`src/rtl/mem_copy_engine.sv`:
```
// Word-by-word block copy initiator for the unified memory port.
// Walks READ -> WAIT (READ_LATENCY cycles) -> WRITE per word, ascending addresses.
module mem_copy_engine #(
  parameter int READ_LATENCY = 1,
  parameter int COUNT_WIDTH  = 16
) (
  input  logic                   clk,
  input  logic                   reset,
  input  logic                   start,
  input  logic [31:0]            src_addr,
  input  logic [31:0]            dst_addr,
  input  logic [COUNT_WIDTH-1:0] word_count,
  output logic                   busy,
  output logic                   done,
  output logic [31:0]            memory_ra,
  input  logic [31:0]            memory_rd,
  output logic [31:0]            memory_wa,
  output logic [31:0]            memory_wd,
  output logic                   memory_wen,
  output logic [2:0]             memory_func3
);

  typedef enum logic [2:0] {
    S_IDLE,
    S_READ,
    S_WAIT,
    S_WRITE,
    S_DONE
  } state_e;

  localparam logic [31:0] WORD_MASK = 32'hFFFF_FFFC;

  state_e                 state_q, state_d;
  logic [31:0]            src_q, src_d;
  logic [31:0]            dst_q, dst_d;
  logic [COUNT_WIDTH-1:0] rem_q, rem_d;
  logic [2:0]             lat_q, lat_d;
  logic [31:0]            data_q, data_d;
  logic [31:0]            ra_q, ra_d;
  logic [31:0]            wa_q, wa_d;

  always_ff @(posedge clk) begin
    if (reset) begin
      state_q <= S_IDLE;
      src_q   <= '0;
      dst_q   <= '0;
      rem_q   <= '0;
      lat_q   <= '0;
      data_q  <= '0;
      ra_q    <= '0;
      wa_q    <= '0;
    end else begin
      state_q <= state_d;
      src_q   <= src_d;
      dst_q   <= dst_d;
      rem_q   <= rem_d;
      lat_q   <= lat_d;
      data_q  <= data_d;
      ra_q    <= ra_d;
      wa_q    <= wa_d;
    end
  end

  // ra/wa are loaded on entry to READ/WRITE so they are valid in those cycles
  // and hold their last value otherwise.
  always_comb begin
    state_d = state_q;
    src_d   = src_q;
    dst_d   = dst_q;
    rem_d   = rem_q;
    lat_d   = lat_q;
    data_d  = data_q;
    ra_d    = ra_q;
    wa_d    = wa_q;
    case (state_q)
      S_IDLE: begin
        if (start) begin
          src_d = src_addr & WORD_MASK;
          dst_d = dst_addr & WORD_MASK;
          rem_d = word_count;
          if (word_count == '0) begin
            state_d = S_DONE;
          end else begin
            ra_d    = src_addr & WORD_MASK;
            state_d = S_READ;
          end
        end
      end
      S_READ: begin
        lat_d   = 3'(READ_LATENCY - 1);
        state_d = S_WAIT;
      end
      S_WAIT: begin
        if (lat_q != '0) begin
          lat_d = lat_q - 3'd1;
        end else begin
          data_d  = memory_rd;
          wa_d    = dst_q;
          state_d = S_WRITE;
        end
      end
      S_WRITE: begin
        src_d = src_q + 32'd4;
        dst_d = dst_q + 32'd4;
        rem_d = rem_q - COUNT_WIDTH'(1);
        if (rem_q == COUNT_WIDTH'(1)) begin
          state_d = S_DONE;
        end else begin
          ra_d    = src_q + 32'd4;
          state_d = S_READ;
        end
      end
      S_DONE: begin
        state_d = S_IDLE;
      end
      default: begin
        state_d = S_IDLE;
      end
    endcase
  end

  assign busy         = (state_q == S_READ) || (state_q == S_WAIT) || (state_q == S_WRITE);
  assign done         = (state_q == S_DONE);
  assign memory_wen   = (state_q == S_WRITE);
  assign memory_ra    = ra_q;
  assign memory_wa    = wa_q;
  assign memory_wd    = data_q;
  assign memory_func3 = 3'b010;

endmodule

```
`config.mk`:
```
export PLATFORM = sky130hd
export DESIGN_NAME = mem_copy_engine
export DESIGN_NICKNAME = d
export VERILOG_FILES = /design/src/rtl/mem_copy_engine.sv
export SDC_FILE = /design/constraint.sdc
export NUM_CORES = 1
export LEC_CHECK = 0
export BUFFER_PORTS_ARGS = -buffer_cell sky130_fd_sc_hd__buf_4
export CORE_MARGIN = 4
export CORE_UTILIZATION = 50
export DETAILED_ROUTE_END_ITERATION = 16
export PLACE_DENSITY = 0.79
export SLEW_MARGIN = 20
export SYNTH_ARGS = -nofsm -noshare
export SYNTH_HDL_FRONTEND = slang
export SYNTH_SLANG_ARGS = --single-unit
```
`constraint.sdc`:
```
create_clock -name clk -period 5.3 [get_ports clk]
set_input_delay 0.265 -clock clk [delete_from_list [all_inputs] [get_ports clk]]
set_output_delay 0.265 -clock clk [all_outputs]
set_load 0.02 [all_outputs]
```
==> flow_summary.toml <==
[outcome]
outcome = "completed"

[synthesis]
postSynthCellCount = 1087
synth_commonest_cells = "sky130_fd_sc_hd__nand2_1, sky130_fd_sc_hd__dfxtp_1, sky130_fd_sc_hd__a21oi_1"
yosys.cell_count.top_type = "sky130_fd_sc_hd__nand2_1"
synth_area_um2 = 8370
synth.yosys.seq_area_share_pct = 42.6
synth_edf_count = 0
synth_area_leader_cell = "sky130_fd_sc_hd__dfxtp_1"
syn-mean-instance-area_um2 = 7.70
synth_top_flop_cell = "sky130_fd_sc_hd__dfxtp_1"
synthArstFlopShare_pct = 0
netlist.area_leader.share_pct = 42.6
post_synth_main_area_contributors = "sky130_fd_sc_hd__dfxtp_1, sky130_fd_sc_hd__nand2_1, sky130_fd_sc_hd__a21oi_1"
synth_cell_types = 72
ys_ff_latch = 178
yosys_warns = 0

[worst_hold_path]
min_path_type = "in2reg"

[clocking]
cts_hold_buffers = 0
clk_pin_slew_ps = 70
number_of_cells_upsized_or_downsized_after_cts = 0
postCtsSetupRepairBufs = 0
max-clock-path-buffers = 2
htreeDepth = 4
tritoncts = "built"
clock_sink_count = 178
clock_latency_ps = 430
cts_buffers = 17
clock-root-buffer = "sky130_fd_sc_hd__clkbuf_16"

[drt]
drtAntennaViolNets = 0
firstDrtPassIters = 5
viasPerCell = 5.67
wl_per_cell_um = 15.6
vias = 8378
drt_drc_violations_left = 0
detailedRoute.firstIterationViolations = 626
detail_route.wirelength_mm = 23.0

[finish]
drive_above_1_share_pct = 22.3
syn_to_final_growth_pct = 25.2
fin_cells = 1478
number_of_antenna_diodes = 0
layout.filler_cells = 1454
fin_nets = 1366

[die]
ios = 217
initial_util_pct = 50.7
dieHeight_um = 137
core_area_um2 = 16500
design.die.area_um2 = 18900
die_width_um = 137
num_rows = 47

[timing]
final-max-slew-violation-count = 0
max-slew-margin-rel_pct = 34.0
period_needed_ps = 3160
clock.fmax_ghz = 0.317
clock-skew-final_ps = 9.21
fin_crit_sh_pct = 59.6
report.final.hold_viol_count = 0
grt_setup_unrepaired = "false"
fin_tns_setup_ps = 0
worst_slew_pin_slew_ps = 990
setup-violations-final = 0

[setup_path]
critPathArrivalTime_ps = 3440
worstPathRequired_ps = 5580
critical_path.startpoint_type = "flop"
setup.reg_to_reg.worst_slack_ps = 2140
worstPathMaxFanout = 26
critPathKind = "reg2reg"
setup.worst_path.end_class = "flop"

[global_route]
globalRoute.totalOverflow = 0
initial_antenna_violation_count = 0
pin_count_of_the_biggest_net_entering_global_routing = 95
first_pass_grt_wire_length_mm = 36.7
grtUsageTotal_pct = 23.8
vias_in_the_first_global_route = 7553

[placed_design]
i_o_buffers = 207
dp.cells = 1446
hpwlAfterDp_mm = 15.5
finalWeightedCongestion = 0.847

[power_and_ir_drop]
cellPowerDensity_nw_per_um2 = 393
cellLeakagePower_nw = 4.09
worst_ir_drop_vdd_uv = 225

[flow_run]
max_cap_viol_count = 0
-- registers in the layout, summed over array words and instances (netlist names) --
register	cells
rem_q	16
state_q	3
memory_ra	32
memory_wa	30
src_q	32
dst_q	30
memory_wd	32
lat_q	3
-- through the flow --
stage	hold WS (ps)	worst slack (ps)	utilization (%)	total power, W	instance area [µm²]
after floorplan	396	3340	-	0.00252	8390
after global placement	443	2180	59.9	0.00289	9900
after detailed placement	448	2200	60.0	0.00292	9920
after CTS	63.3	2180	63.5	0.00413	10500
after global routing	64.8	1920	63.5	0.00435	10500
final	72.8	2140	63.5	0.00412	10500
-- cells by family (layout without fill, tap and decap cells) --
| logic type | Yosys count | count (layout) | share of synthesized area, % |
|---|---|---|---|
| xor gates and xnor gates | 28 | 28 | 2.93 |
| other | 2 | 5 | 0.0897 |
| AOI/OAI and AO/OA | 279 | 279 | 20.1 |
| muxes | 4 | 4 | 0.538 |
| DFF | 178 | 178 | 42.6 |
| buffers and inverters | 94 | 262 | 5.23 |
| and+or+nand+nor | 496 | 496 | 27.6 |
| adders and majority gates | 6 | 6 | 0.896 |
-- where the power goes --
| part | internal, W | total (W) | switching (W) |
|---|---|---|---|
| Combinational | 0.000461 | 0.00118 | 0.000721 |
| Sequential | 0.00153 | 0.00172 | 0.000189 |
| Clock | 0.000623 | 0.00122 | 0.000598 |
-- layout by cell type (no fill, tap or decap), types with 4 or more instances in the layout --
| master | n |
|---|---|
| sky130_fd_sc_hd__nand2_1 | 261 |
| sky130_fd_sc_hd__buf_4 | 215 |
| sky130_fd_sc_hd__dfxtp_1 | 178 |
| sky130_fd_sc_hd__a21oi_1 | 148 |
| sky130_fd_sc_hd__nor2_1 | 80 |
| sky130_fd_sc_hd__o21ai_0 | 36 |
| sky130_fd_sc_hd__nand3_1 | 34 |
| sky130_fd_sc_hd__nor3_1 | 24 |
| sky130_fd_sc_hd__xnor2_1 | 17 |
| sky130_fd_sc_hd__a31oi_1 | 17 |
| sky130_fd_sc_hd__clkbuf_16 | 17 |
| sky130_fd_sc_hd__a221oi_1 | 14 |
| sky130_fd_sc_hd__nand4_1 | 14 |
| sky130_fd_sc_hd__inv_1 | 13 |
| sky130_fd_sc_hd__nor4_1 | 12 |
| sky130_fd_sc_hd__xor2_1 | 11 |
| sky130_fd_sc_hd__a22oi_1 | 11 |
| sky130_fd_sc_hd__or3_1 | 10 |
| sky130_fd_sc_hd__o211ai_1 | 9 |
| sky130_fd_sc_hd__a211oi_1 | 7 |
| sky130_fd_sc_hd__and3_1 | 6 |
| sky130_fd_sc_hd__ha_1 | 6 |
| sky130_fd_sc_hd__and2_1 | 5 |
| sky130_fd_sc_hd__a32o_1 | 5 |
| sky130_fd_sc_hd__conb_1 | 5 |
| sky130_fd_sc_hd__inv_8 | 5 |
| sky130_fd_sc_hd__a311oi_1 | 4 |
| sky130_fd_sc_hd__a222oi_1 | 4 |
| sky130_fd_sc_hd__nor3b_1 | 4 |
| sky130_fd_sc_hd__and4_1 | 4 |
| sky130_fd_sc_hd__nand4b_1 | 4 |
| sky130_fd_sc_hd__a211o_1 | 4 |
| sky130_fd_sc_hd__clkinv_4 | 4 |
-- final timing paths --
check                startpoint       endpoint  depth (start not counted)
setup / recovery     state_q[1]  memory_ra[19]                          7
hold / removal    memory_rd[19]  memory_wd[19]                          3
setup reg to reg     state_q[1]  memory_ra[19]                          7
hold reg to reg   memory_wa[26]  memory_wa[26]                          2
-- metal layers --
| layer | vias to the layer above | global-route usage (%) | wire (µm) |
|---|---|---|---|
| li1 | 4114 | - | - |
| met2 | 307 | 37.6 | 10600 |
| met3 | 25 | 5.59 | 1980 |
| met4 | 0 | 6.43 | 320 |
| met5 | - | 0 | 0 |
| met1 | 3932 | 32.7 | 10100 |
-- worst max-delay path, stage by stage, from the launching register on --
cell and delay, ps:
sky130_fd_sc_hd__dfxtp_1 660, sky130_fd_sc_hd__and2b_2 300, sky130_fd_sc_hd__and2_2 210, sky130_fd_sc_hd__nor2_2 380, sky130_fd_sc_hd__buf_4 400, sky130_fd_sc_hd__or3_1 780, sky130_fd_sc_hd__a211o_1 180, sky130_fd_sc_hd__a21oi_1 60
-- area by class of cell --
type / count / area, µm² / area share (%)
clock inverter: 15 / 140 / 1.34
tap: 220 / 275 / 2.62
inverter: 14 / 52.6 / 0.501
sequential: 178 / 3560 / 34.0
clock buffer: 17 / 425 / 4.06
timing repair buffer: 216 / 1630 / 15.6
multi-input combinational: 818 / 4400 / 41.9
No activity file was read; power rests on OpenSTA's default activity.
